### config.mk
export PLATFORM = sky130hd
export DESIGN_NAME = decode_ctrl_flat
export DESIGN_NICKNAME = d
export VERILOG_FILES = /design/src/rtl/decode_ctrl_if.sv /design/src/rtl/decode_ctrl.sv /design/src/flat_wrapper.sv
export SDC_FILE = /design/constraint.sdc
export NUM_CORES = 1
export LEC_CHECK = 0
export ABC_AREA = 1
export CAP_MARGIN = 20
export CORE_MARGIN = 2
export CORE_UTILIZATION = 52
export DETAILED_ROUTE_END_ITERATION = 8
export GPL_TIMING_DRIVEN = 0
export MAX_ROUTING_LAYER = met4
export PLACE_DENSITY = 0.88
export SLEW_MARGIN = 20
export SYNTH_ARGS = -nofsm -noshare
export SYNTH_HDL_FRONTEND = slang
export SYNTH_SLANG_ARGS = --single-unit
### constraint.sdc
create_clock -name clk -period 2.8 [get_ports clk]
set_clock_uncertainty 0.2 [all_clocks]
set_input_delay 0.84 -clock clk [delete_from_list [all_inputs] [get_ports clk]]
set_output_delay 0.84 -clock clk [all_outputs]
set_load 0.01 [all_outputs]
### src/rtl/decode_ctrl_if.sv
// Fetch-to-decode and decode-to-execute handshake bundle for the decode controller.
// The slave modport is the decode stage's view; master is the surrounding pipeline.
interface decode_ctrl_if;
    logic        if_valid;
    logic [31:0] if_instruction;
    logic [31:0] if_pc;
    logic        if_ready;
    logic        id_valid;
    logic        ex_ready;
    logic [31:0] id_instruction;
    logic [31:0] id_pc;
    logic [2:0]  id_encoding;
    logic        id_illegal;
    logic        id_stall;
    logic        ex_mem_read;
    logic [4:0]  ex_rd;
    logic        flush;

    modport slave (
        input  if_valid, if_instruction, if_pc, ex_ready, ex_mem_read, ex_rd, flush,
        output if_ready, id_valid, id_instruction, id_pc, id_encoding, id_illegal, id_stall
    );

    modport master (
        output if_valid, if_instruction, if_pc, ex_ready, ex_mem_read, ex_rd, flush,
        input  if_ready, id_valid, id_instruction, id_pc, id_encoding, id_illegal, id_stall
    );
endinterface

### src/rtl/decode_ctrl.sv
// RV32I decode-stage controller: 2-entry skid buffer, opcode-to-immediate-encoding
// classification, load-use bubble insertion and redirect flush.
module decode_ctrl #(
    parameter int unsigned LOAD_USE_BUBBLES = 1
) (
    input logic         clk,
    input logic         reset_n,
    decode_ctrl_if.slave bus
);

    typedef enum logic [0:0] {StRun, StBubble} state_e;

    localparam logic [2:0] EncR = 3'd0;
    localparam logic [2:0] EncI = 3'd1;
    localparam logic [2:0] EncS = 3'd2;
    localparam logic [2:0] EncB = 3'd3;
    localparam logic [2:0] EncU = 3'd4;
    localparam logic [2:0] EncJ = 3'd5;

    state_e      state_q, state_d;
    logic [2:0]  cnt_q, cnt_d;
    logic        main_valid_q, main_valid_d;
    logic [31:0] main_instr_q, main_instr_d;
    logic [31:0] main_pc_q, main_pc_d;
    logic        skid_valid_q, skid_valid_d;
    logic [31:0] skid_instr_q, skid_instr_d;
    logic [31:0] skid_pc_q, skid_pc_d;

    logic [2:0]  enc;
    logic        illegal;
    logic        use_rs1;
    logic        use_rs2;
    logic        hazard;
    logic        if_xfer;
    logic        ex_xfer;

    always_comb begin
        enc     = EncI;
        illegal = 1'b0;
        use_rs1 = 1'b1;
        use_rs2 = 1'b0;
        case (main_instr_q[6:0])
            7'b0110011: begin enc = EncR; use_rs2 = 1'b1; end
            7'b0010011, 7'b0000011, 7'b1100111, 7'b1110011: enc = EncI;
            7'b0100011: begin enc = EncS; use_rs2 = 1'b1; end
            7'b1100011: begin enc = EncB; use_rs2 = 1'b1; end
            7'b0110111, 7'b0010111: begin enc = EncU; use_rs1 = 1'b0; end
            7'b1101111: begin enc = EncJ; use_rs1 = 1'b0; end
            default: illegal = 1'b1;
        endcase
    end

    assign hazard = main_valid_q && (state_q == StRun) && bus.ex_mem_read &&
                    (bus.ex_rd != 5'd0) &&
                    ((use_rs1 && (main_instr_q[19:15] == bus.ex_rd)) ||
                     (use_rs2 && (main_instr_q[24:20] == bus.ex_rd)));

    // if_ready depends on state only so fetch never sees a combinational path from execute.
    assign bus.if_ready       = ~skid_valid_q;
    assign bus.id_valid       = main_valid_q && (state_q == StRun) && !hazard && !bus.flush;
    assign bus.id_stall       = hazard || (state_q == StBubble);
    assign bus.id_instruction = main_instr_q;
    assign bus.id_pc          = main_pc_q;
    assign bus.id_encoding    = main_valid_q ? enc : EncR;
    assign bus.id_illegal     = main_valid_q && illegal;

    assign if_xfer = bus.if_valid && !skid_valid_q && !bus.flush;
    assign ex_xfer = bus.id_valid && bus.ex_ready;

    always_comb begin
        state_d      = state_q;
        cnt_d        = cnt_q;
        main_valid_d = main_valid_q;
        main_instr_d = main_instr_q;
        main_pc_d    = main_pc_q;
        skid_valid_d = skid_valid_q;
        skid_instr_d = skid_instr_q;
        skid_pc_d    = skid_pc_q;
        if (bus.flush) begin
            main_valid_d = 1'b0;
            skid_valid_d = 1'b0;
            state_d      = StRun;
            cnt_d        = 3'd0;
        end else begin
            if (ex_xfer) begin
                if (skid_valid_q) begin
                    main_valid_d = 1'b1;
                    main_instr_d = skid_instr_q;
                    main_pc_d    = skid_pc_q;
                    skid_valid_d = 1'b0;
                end else if (if_xfer) begin
                    main_valid_d = 1'b1;
                    main_instr_d = bus.if_instruction;
                    main_pc_d    = bus.if_pc;
                end else begin
                    main_valid_d = 1'b0;
                end
            end else if (if_xfer) begin
                if (!main_valid_q) begin
                    main_valid_d = 1'b1;
                    main_instr_d = bus.if_instruction;
                    main_pc_d    = bus.if_pc;
                end else begin
                    skid_valid_d = 1'b1;
                    skid_instr_d = bus.if_instruction;
                    skid_pc_d    = bus.if_pc;
                end
            end
            case (state_q)
                StRun: begin
                    if (hazard && (LOAD_USE_BUBBLES > 1)) begin
                        state_d = StBubble;
                        cnt_d   = 3'(LOAD_USE_BUBBLES - 1);
                    end
                end
                StBubble: begin
                    cnt_d = cnt_q - 3'd1;
                    if (cnt_q <= 3'd1) state_d = StRun;
                end
                default: state_d = StRun;
            endcase
        end
    end

    always_ff @(posedge clk or negedge reset_n) begin
        if (!reset_n) begin
            state_q      <= StRun;
            cnt_q        <= 3'd0;
            main_valid_q <= 1'b0;
            main_instr_q <= 32'd0;
            main_pc_q    <= 32'd0;
            skid_valid_q <= 1'b0;
            skid_instr_q <= 32'd0;
            skid_pc_q    <= 32'd0;
        end else begin
            state_q      <= state_d;
            cnt_q        <= cnt_d;
            main_valid_q <= main_valid_d;
            main_instr_q <= main_instr_d;
            main_pc_q    <= main_pc_d;
            skid_valid_q <= skid_valid_d;
            skid_instr_q <= skid_instr_d;
            skid_pc_q    <= skid_pc_d;
        end
    end

endmodule
### src/flat_wrapper.sv
// flat-port wrapper written by rule: the top's interface ports become plain ports
module decode_ctrl_flat 
#(
    parameter int unsigned LOAD_USE_BUBBLES = 1
)
  (clk, reset_n, bus_if_valid, bus_if_instruction, bus_if_pc, bus_ex_ready, bus_ex_mem_read, bus_ex_rd, bus_flush, bus_if_ready, bus_id_valid, bus_id_instruction, bus_id_pc, bus_id_encoding, bus_id_illegal, bus_id_stall);
  decode_ctrl_if bus_i ();
  input logic clk;
  input logic reset_n;
  input wire logic [$bits(bus_i.if_valid)-1:0] bus_if_valid;
  input wire logic [$bits(bus_i.if_instruction)-1:0] bus_if_instruction;
  input wire logic [$bits(bus_i.if_pc)-1:0] bus_if_pc;
  input wire logic [$bits(bus_i.ex_ready)-1:0] bus_ex_ready;
  input wire logic [$bits(bus_i.ex_mem_read)-1:0] bus_ex_mem_read;
  input wire logic [$bits(bus_i.ex_rd)-1:0] bus_ex_rd;
  input wire logic [$bits(bus_i.flush)-1:0] bus_flush;
  output wire logic [$bits(bus_i.if_ready)-1:0] bus_if_ready;
  output wire logic [$bits(bus_i.id_valid)-1:0] bus_id_valid;
  output wire logic [$bits(bus_i.id_instruction)-1:0] bus_id_instruction;
  output wire logic [$bits(bus_i.id_pc)-1:0] bus_id_pc;
  output wire logic [$bits(bus_i.id_encoding)-1:0] bus_id_encoding;
  output wire logic [$bits(bus_i.id_illegal)-1:0] bus_id_illegal;
  output wire logic [$bits(bus_i.id_stall)-1:0] bus_id_stall;
  assign bus_i.if_valid = bus_if_valid;
  assign bus_i.if_instruction = bus_if_instruction;
  assign bus_i.if_pc = bus_if_pc;
  assign bus_i.ex_ready = bus_ex_ready;
  assign bus_i.ex_mem_read = bus_ex_mem_read;
  assign bus_i.ex_rd = bus_ex_rd;
  assign bus_i.flush = bus_flush;
  assign bus_if_ready = bus_i.if_ready;
  assign bus_id_valid = bus_i.id_valid;
  assign bus_id_instruction = bus_i.id_instruction;
  assign bus_id_pc = bus_i.id_pc;
  assign bus_id_encoding = bus_i.id_encoding;
  assign bus_id_illegal = bus_i.id_illegal;
  assign bus_id_stall = bus_i.id_stall;
  decode_ctrl #(.LOAD_USE_BUBBLES(LOAD_USE_BUBBLES)) u_core (.clk(clk), .reset_n(reset_n), .bus(bus_i));
endmodule
==> results.json, run 1 <==
{
  "hpwlAfterDp_mm": 14.1,
  "cp-end-kind": "output port",
  "peakVddDrop_mv": 0.482,
  "dp.cells": 1330,
  "synth_top_family_by_area": "simple AND/OR/NAND/NOR gates",
  "crit_type": "input port to output port",
  "fin_util_pct": 73.4,
  "die_area_um2": 14700,
  "syn_area_per_cell_um2": 7.07,
  "layout_min_cycle_time_ns": 2.94,
  "die_x_um": 121,
  "post-route-period-util_pct": 105,
  "yosys_warnings": 0,
  "p_leak_nw": 4.96,
  "initial_core_util_pct": 53.6,
  "yosysSeqAreaShare_pct": 47.1,
  "core_area_um2": 13300,
  "synth_area_leader_cell": "dfrtp_1",
  "rr_endpoint": "u_core.skid_instr_q[22]",
  "status": "finished with violations",
  "drive_gt1_share_pct": 10.8,
  "violations": "negative setup slack",
  "numPortBuffers": 145,
  "fmaxAchievable_mhz": 340,
  "place_ws_ns": -1.28,
  "place_congestion": 0.907,
  "crit_required_ns": 1.76,
  "cts_htree_levels": 4,
  "ant_nets": 0,
  "cts_made_buffers": 17,
  "synth-simple-area-share_pct": 32.7,
  "row_count": 42,
  "setup_viol": 3,
  "synth_top_cells_by_area": "dfrtp_1, nand2_1, o21ai_0",
  "rr_startpoint": "u_core.bus.id_instruction[6]",
  "multi_input_area_um2": 3270,
  "critical-path-top-delay-family": "simple AND/OR/NAND/NOR gates",
  "reg2reg_depth": 15,
  "rrSetupSlack_ns": 0.15,
  "synth_cells": 1008,
  "wl_per_cell_um": 15.8,
  "grt_pass1_vias": 7191,
  "synth.cell_area_um2": 7120,
  "register_area_um2": 3350,
  "worst_slack_ns": -0.144,
  "dr.pass1.iters": 6,
  "cap_violations": 0,
  "slew_violations": 0,
  "critPathMaxFanout": 3,
  "io_pins": 146,
  "synthesis.nets": 1085,
  "overflow": 0,
  "drc": 0,
  "clkTransAtPathRegs_ns": 0.06,
  "arrival_ns": 1.90,
  "vias": 7559,
  "crit_chain": "buf_6 -> xnor2_2 -> nand2_1 -> nor2_2 -> nand3_2 -> nand2_1 -> nand2_2 -> buf_8 -> buf_12 -> nand2_4 -> buf_6",
  "synth_seq_cells": 134,
  "avgViaCountPerCell": 5.47,
  "grt_start_max_net_pins": 96,
  "grt_pass1_wl_mm": 35.2,
  "synth_adder_area_share_pct": 0.351,
  "track_usage_pct": 31.3,
  "hold_viol": 0,
  "drt_iter0_drc": 754,
  "cts-root-buf": "clkbuf_16",
  "critPathMaxStageDelay_ns": 0.14,
  "clk_latency_ns": 0.43,
  "worst_setup_path_start_kind": "input port",
  "area_growth_pct": 36.9,
  "worst_slew_pin_slew_ns": 0.625,
  "synth-xor-area-share_pct": 0.983,
  "synth_cell_types": 21,
  "slew_headroom_pct": 58.3,
  "rsz0062_at_grt": "yes",
  "n_fill_cell": 1000,
  "synth-compound-area-share_pct": 10.2,
  "die-height_um": 121,
  "clock_path_buffers": 2,
  "fin_nets": 1270,
  "power_density_nw_per_um2": 814,
  "slowest_stage": "buf_8",
  "cts_sinks": 134,
  "synth_mux_area_share_pct": 0,
  "synth_top_area_share_pct": 47.1,
  "power_mw": 7.94,
  "hold_class": "input port to async pin",
  "diodes": 0,
  "cts_tree": "done",
  "grt_antenna_before_repair": 0,
  "stdcell_count": 1382,
  "timing.critical_path.buf_inv": 4,
  "wl_mm": 21.8
}
-- final cells by class --
cell class | count | share of cell area, %
tap | 176 | 2.26
clock inverter | 12 | 1.55
buffer | 68 | 3.36
inverter | 82 | 3.21
timing repair buffer | 167 | 16.9
sequential | 134 | 34.4
multi-input combinational | 723 | 33.5
clock buffer | 20 | 4.79
-- worst max-delay path by stage --
stage                                  from                            end  slack (ns)  cells past startpoint
6_report                       bus_ex_rd[0]                   bus_id_stall       -0.14                     11
3_3_place_gp                        reset_n  u_core.bus.id_instruction[12]       -4.61                      1
5_1_grt        u_core.bus.id_instruction[2]                   bus_id_stall       -0.23                     12
4_1_cts        u_core.bus.id_instruction[4]                   bus_id_valid       -0.21                     13
2_1_floorplan                  bus_ex_rd[3]                   bus_id_valid        0.09                      8
3_5_place_dp                   bus_ex_rd[1]                   bus_id_valid       -1.28                     13
-- worst register-to-register path, stage by stage, from the launching register on --
cell,delay [ns]
dfrtp_1,0.43
inv_2,0.09
nor2_4,0.15
nand2_2,0.08
nand2_2,0.09
inv_4,0.05
nand3_2,0.05
nand2_1,0.05
nand2_2,0.10
buf_4,0.11
buf_4,0.11
nand3_2,0.16
nand3_1,0.16
buf_2,0.25
buf_2,0.28
o21ai_0,0.14
-- where the power goes --
| group | internal [mW] | leakage (nW) | total [mW] | switching (mW) |
|---|---|---|---|---|
| clock | 1.47 | 0.290 | 2.33 | 0.861 |
| sequential | 2.60 | 1.68 | 3.04 | 0.436 |
| combinational | 1.29 | 2.98 | 2.57 | 1.28 |
-- synth_stat cells (all sizes together) --
| library cell | count |
|---|---|
| xor2 | 3 |
| nor2 | 17 |
| buf | 37 |
| o21ai | 134 |
| nand2 | 475 |
| nand3 | 11 |
| nor3 | 4 |
| o211ai | 1 |
| xnor2 | 5 |
| nand4 | 64 |
| clkbuf | 32 |
| dfrtp | 134 |
| a211oi | 1 |
| ha | 2 |
| inv | 82 |
| a21oi | 6 |
-- state kept, by name, indices dropped and copies added (netlist names) --
name / count
u_core.bus.id_pc: 32
u_core.main_valid_q: 1
u_core.skid_valid_q: 1
u_core.skid_pc_q: 32
u_core.skid_instr_q: 32
u_core.bus.id_instruction: 32
u_core.state_q: 1
u_core.cnt_q: 3
-- cells by family after synthesis --
group | after synthesis
adder cells (fa/ha/maj) | 2
AND/OR/NAND/NOR | 571
buffers and inverters | 151
AO/OA/AOI/OAI | 142
flip-flops | 134
XOR/XNOR | 8
-- metal layers --
metal	part of all wire, %	GRT usage (%)	wire (um)	vias up
met2	49	50.8	10800	374
li1	-	-	-	3574
met4	2.1	11.5	459	0
met3	8.1	6.20	1760	49
met1	40	38.9	8830	3562
met5	0	-	0	-
-- repair_timing --
action | 4_1_cts | 5_1_grt
hold buffers | 0 | 0
setup endpoints to repair | 100 | 103
pin swaps | 20 | 8
cloned | 0 | 0
setup buffers | 16 | 5
gates resized for setup | 70 | 23
-- layout by cell type, fill, tap and decap left out, drive strengths merged, types with 11 or more instances in the layout --
cell type / n
dfrtp: 134
inv: 82
buf: 69
nand2: 475
nor2: 17
clkdlybuf4s50: 131
nand3: 11
nand4: 64
o21ai: 134
clkbuf: 50
-- metrics by stage --
step                      area, um2  hold slack [ns]  setup TNS (ns)
after floorplan                7130            0.253               0
after global placement         8800            0.264         -681.98
after detailed placement       8830            0.265          -70.99
after CTS                      9660           0.0836          -0.362
after global routing           9750           0.0982          -0.734
final                          9750           0.0857          -0.345
(Power assumes the default switching activity.)
==> run 2, diff against run 1 <==
CORE_MARGIN = 10   (was 2)
SETUP_SLACK_MARGIN = 0.05   (was unset)
==> run 2 against run 1 <==
  * The run still ends with negative setup slack left
  * Sequential power hardly changed
  * Maximum frequency is 0.42% lower
  * Design area is 0.40% lower
  * Sequential cell count stayed put
  * Critical endpoint is now bus_id_valid
  * Die area is 28% higher
  * Count of clock-buffer cells in the layout is 2 higher
==> results.json, run 2 (same netlist as run 1, synthesis figures left out) <==
{
  "status": "finished with violations",
  "violations": "negative setup slack",
  "reg2reg_depth": 13,
  "clock_path_buffers": 2,
  "register_area_um2": 3360,
  "dp.cells": 1330,
  "rr_endpoint": "u_core.skid_pc_q[2]",
  "grt_pass1_vias": 7093,
  "cts_htree_levels": 4,
  "rrSetupSlack_ns": 0.17,
  "power_density_nw_per_um2": 827,
  "hpwlAfterDp_mm": 15.2,
  "worst_slew_pin_slew_ns": 0.582,
  "overflow": 0,
  "critPathMaxFanout": 5,
  "grt_antenna_before_repair": 0,
  "die_area_um2": 18800,
  "place_congestion": 0.908,
  "initial_core_util_pct": 53.4,
  "peakVddDrop_mv": 0.391,
  "fmaxAchievable_mhz": 338,
  "p_leak_nw": 4.94,
  "cp-end-kind": "output port",
  "stdcell_count": 1376,
  "io_pins": 146,
  "cts_sinks": 134,
  "fin_nets": 1264,
  "die_x_um": 137,
  "die-height_um": 137,
  "track_usage_pct": 24.2,
  "drc": 0,
  "diodes": 0,
  "wl_mm": 22.3,
  "whs_ns": 0.102,
  "final_area_um2": 9710,
  "slew_violations": 0,
  "setup_viol": 4,
  "grt_pass1_wl_mm": 35.2,
  "post-route-period-util_pct": 106,
  "avgViaCountPerCell": 5.38,
  "grt_start_max_net_pins": 92,
  "wl_per_cell_um": 16.2,
  "worst_slack_ns": -0.156,
  "slew_headroom_pct": 61.2,
  "clkTransAtPathRegs_ns": 0.06,
  "crit_start": "u_core.bus.id_instruction[3]",
  "placed_area_um2": 8830,
  "crit_required_ns": 1.76,
  "ant_nets": 0,
  "timing.critical_path.buf_inv": 3,
  "cts-root-buf": "clkbuf_16",
  "drt_iter0_drc": 954,
  "area_growth_pct": 36.4,
  "cts_tree": "done",
  "dr.pass1.iters": 6,
  "critical-path-top-delay-family": "simple AND/OR/NAND/NOR gates",
  "crit_chain": "nand2_1 -> nor2_2 -> nand2_1 -> nand2_1 -> inv_2 -> nand3_2 -> nand2_2 -> nand2_4 -> buf_8 -> nand2_2 -> nor2_2 -> buf_2",
  "multi_input_area_um2": 3280,
  "worst_setup_path_start_kind": "flop",
  "critPathMaxStageDelay_ns": 0.42,
  "arrival_ns": 1.92,
  "cap_violations": 0,
  "power_mw": 8.03,
  "rsz0062_at_grt": "yes",
  "rr_startpoint": "u_core.bus.id_instruction[3]",
  "row_count": 42,
  "layout_common_cells": "nand2_1, clkdlybuf4s50_1, o21ai_0, dfrtp_1, inv_1",
  "vias": 7408,
  "crit_type": "flop to output port",
  "layout_commonest_cell": "nand2_1",
  "core_area_um2": 13300,
  "numPortBuffers": 145,
  "clk_latency_ns": 0.43,
  "drive_gt1_share_pct": 11.2,
  "n_fill_cell": 1015,
  "slowest_stage": "dfrtp_2",
  "cts_made_buffers": 17,
  "layout_min_cycle_time_ns": 2.96,
  "hold_viol": 0,
  "hold_class": "input port to async pin",
  "crit_path_frequent_cell": "nand2_1"
}
==> run 2: worst reg2reg max path, delay by kind of cell (launching register included) <==
family | cells | cell delay (ns)
and+or+nand+nor | 8 | 0.92
buffers and inverters | 4 | 0.69
DFF | 1 | 0.45
AOI/OAI and AO/OA | 1 | 0.26
==> run 2: metal layers <==
layer | track usage, % | vias up | routed length, um
met5 | - | - | 0
met4 | 10.1 | 0 | 615
met3 | 6.52 | 53 | 1750
met2 | 38.3 | 346 | 10900
met1 | 28.6 | 3446 | 9130
li1 | - | 3563 | -
==> run 2: power breakdown <==
group | total [mW] | leakage (nW) | internal, mW | switching (mW)
clock | 2.39 | 0.313 | 1.55 | 0.838
sequential | 3.04 | 1.68 | 2.61 | 0.436
combinational | 2.60 | 2.95 | 1.28 | 1.32
==> run 2: per-stage QoR <==
step                      TNS (ns)  utilization [%]  setup slack (ns)
final                       -0.341             72.8            -0.156
after global routing         -1.08             72.8            -0.261
after CTS                   -0.317             71.9            -0.202
after detailed placement    -78.26             66.2             -1.28
after global placement     -685.25             65.9             -4.61
after floorplan                  0                -            0.0865
==> run 2: repair_timing <==
| action | 4_1_cts | 5_1_grt |
|---|---|---|
| pin swaps | 15 | 13 |
| buffers inserted | 12 | 3 |
| resized for setup | 68 | 41 |
| endpoints found under the setup margin | 136 | 114 |
| hold buffers | 0 | 0 |
==> run 2: how the worst max path moves through the flow <==
stage / endpoint / depth (start not counted)
final: bus_id_valid / 12
after global routing: bus_id_valid / 11
after CTS: bus_id_valid / 13
after detailed placement: bus_id_valid / 13
after global placement: u_core.bus.id_pc[26] / 1
after floorplan: bus_id_valid / 8
==> run 2: cell type report <==
| type | count | share of cell area, % |
|---|---|---|
| timing repair buffer | 161 | 16.4 |
| multi-input combinational | 723 | 33.8 |
| buffer | 68 | 3.44 |
| inverter | 82 | 3.17 |
| sequential | 134 | 34.6 |
| clock buffer | 22 | 4.88 |
| clock inverter | 10 | 1.55 |
| tap | 176 | 2.27 |
==> run 3, diff against run 2 <==
CORE_UTILIZATION = 56   (was 52)
PLACE_DENSITY = 0.93   (was 0.88)
clock period = 3.65 ns   (was 2.8 ns; I/O delays follow)
==> run 3 against run 2 <==
  * The flow now finishes without violations
  * Die area shrank 6.1%
  * Critical endpoint unchanged
  * Sequential share of layout area up 1.2 points
  * Utilization is 2.1 points higher
  * Sequential power fell by 23%
  * Largest power group unchanged
  * Non-clock buffer count shrank 13
  * Power decreased by 28%
  * Hold slack improved by 0.18 ns
  * Via count is 1.3% higher
==> results.json, run 3 (same netlist as run 1, synthesis figures left out) <==
{
  "grt_start_max_net_pins": 97,
  "core_area_um2": 12500,
  "die_area_um2": 17600,
  "worst_setup_path_start_kind": "input port",
  "worst_slew_pin_slew_ns": 0.688,
  "rr_startpoint": "u_core.bus.id_instruction[0]",
  "slew_headroom_pct": 54.1,
  "vias": 7501,
  "drc": 0,
  "rr_endpoint": "u_core.bus.id_instruction[26]",
  "io_pins": 146,
  "die_x_um": 133,
  "crit_start": "bus_ex_rd[1]",
  "layout_commonest_cell": "nand2_1",
  "track_usage_pct": 25.6,
  "hpwlAfterDp_mm": 15.4,
  "grt_antenna_before_repair": 0,
  "hold_class": "flop to flop",
  "rsz0062_at_grt": "no",
  "diodes": 0,
  "peakVddDrop_mv": 0.386,
  "final_area_um2": 9370,
  "clkTransAtPathRegs_ns": 0.05,
  "met1_usage_pct": 29.5,
  "fin_nets": 1251,
  "power_mw": 5.76,
  "ant_nets": 0,
  "placed_area_um2": 8820,
  "n_fill_cell": 958,
  "slew_violations": 0,
  "grt_pass1_wl_mm": 36.0,
  "drive_gt1_share_pct": 6.75,
  "die-height_um": 133,
  "dp.cells": 1326,
  "dr.pass1.iters": 6,
  "layout_min_cycle_time_ns": 3.45,
  "clock_path_buffers": 2,
  "overflow": 0,
  "use_met2_pct": 40.9,
  "cts-root-buf": "clkbuf_16",
  "rrSetupSlack_ns": 0.64,
  "cts_sinks": 134,
  "grt_pass1_vias": 7253,
  "stdcell_count": 1357,
  "cp-end-kind": "output port",
  "power_density_nw_per_um2": 615,
  "hold_viol": 0,
  "grtUsageMet3_pct": 7.87,
  "fmaxAchievable_mhz": 290,
  "crit_type": "input port to output port",
  "wl_mm": 22.1,
  "worstHoldPathCells": 2,
  "reg2reg_depth": 14,
  "initial_core_util_pct": 56.9,
  "cts_tree": "done",
  "status": "finished clean",
  "drt_iter0_drc": 959,
  "p_leak_nw": 4.76,
  "post-route-period-util_pct": 94.5,
  "row_count": 41,
  "numPortBuffers": 145,
  "hold_end": "u_core.bus.id_pc[28]",
  "cts_htree_levels": 4,
  "cts_made_buffers": 17,
  "layout_common_cells": "nand2_1, clkdlybuf4s50_1, o21ai_0, dfrtp_1, inv_1",
  "crit_required_ns": 2.35,
  "arrival_ns": 2.16,
  "top_usage_layer": "met2",
  "critPathMaxFanout": 4,
  "area_growth_pct": 31.5,
  "avgViaCountPerCell": 5.53,
  "setup_viol": 0,
  "cap_violations": 0,
  "hp-start": "u_core.bus.id_pc[28]",
  "place_congestion": 0.919,
  "clk_latency_ns": 0.43,
  "wl_per_cell_um": 16.3
}
-- run 3: worst max-delay path by stage --
stage,to,slack (ns),cells after the start
after floorplan,bus_id_valid,0.33,8
after global placement,u_core.bus.id_instruction[15],-3.99,1
after detailed placement,bus_id_valid,-1.13,13
after CTS,bus_id_valid,0.03,11
after global routing,bus_id_valid,0.11,10
final,bus_id_valid,0.20,12
-- run 3: per-stage QoR --
stage          hold WS, ns  TNS [ns]  utilization [%]  setup slack [ns]
6_report             0.277         0             74.8             0.200
3_5_place_dp         0.266     -5.95             70.5             -1.13
4_1_cts              0.283         0             75.0            0.0254
2_1_floorplan        0.253         0                -             0.330
5_1_grt              0.302         0             74.8             0.110
3_3_place_gp         0.264   -537.39             70.2             -3.99
-- run 3: what timing repair did --
action / CTS / global route
pin swaps: 3 / 7
endpoints found under the setup margin: 2 / 2
gates resized for setup: 21 / 11
setup buffers: 2 / 0
hold buffers: 0 / 0
-- run 3: layout make-up --
cell class | count | area [um2] | share of cell area, %
Sequential cell | 134 | 3350 | 35.8
Multi-Input combinational cell | 723 | 3170 | 33.8
Clock buffer | 27 | 533 | 5.69
Timing Repair Buffer | 148 | 1460 | 15.6
Tap cell | 172 | 215 | 2.30
Clock inverter | 3 | 15.0 | 0.160
Buffer | 68 | 310 | 3.31
Inverter | 82 | 308 | 3.29
-- run 3: routing by layer --
metal,vias up,routed length [um]
met5,-,0
met4,0,493
met3,44,1890
met2,395,10800
met1,3530,8930
li1,3532,-
-- run 3: power breakdown --
group	leakage (nW)	switching, mW	internal, mW
Combinational	2.80	0.943	0.897
Sequential	1.68	0.328	2.00
Clock	0.275	0.616	0.983
Total	4.76	1.89	3.88
-- run 3: worst max-delay path, stage by stage --
cell and delay, ns:
buf_2 0.13, inv_2 0.07, nand2_1 0.05, nand2_1 0.06
nand2_1 0.05, nor2_1 0.10, nand3_1 0.09, nand2_1 0.10
nand2_2 0.11, nand2_1 0.10, nor2_2 0.05, buf_2 0.15
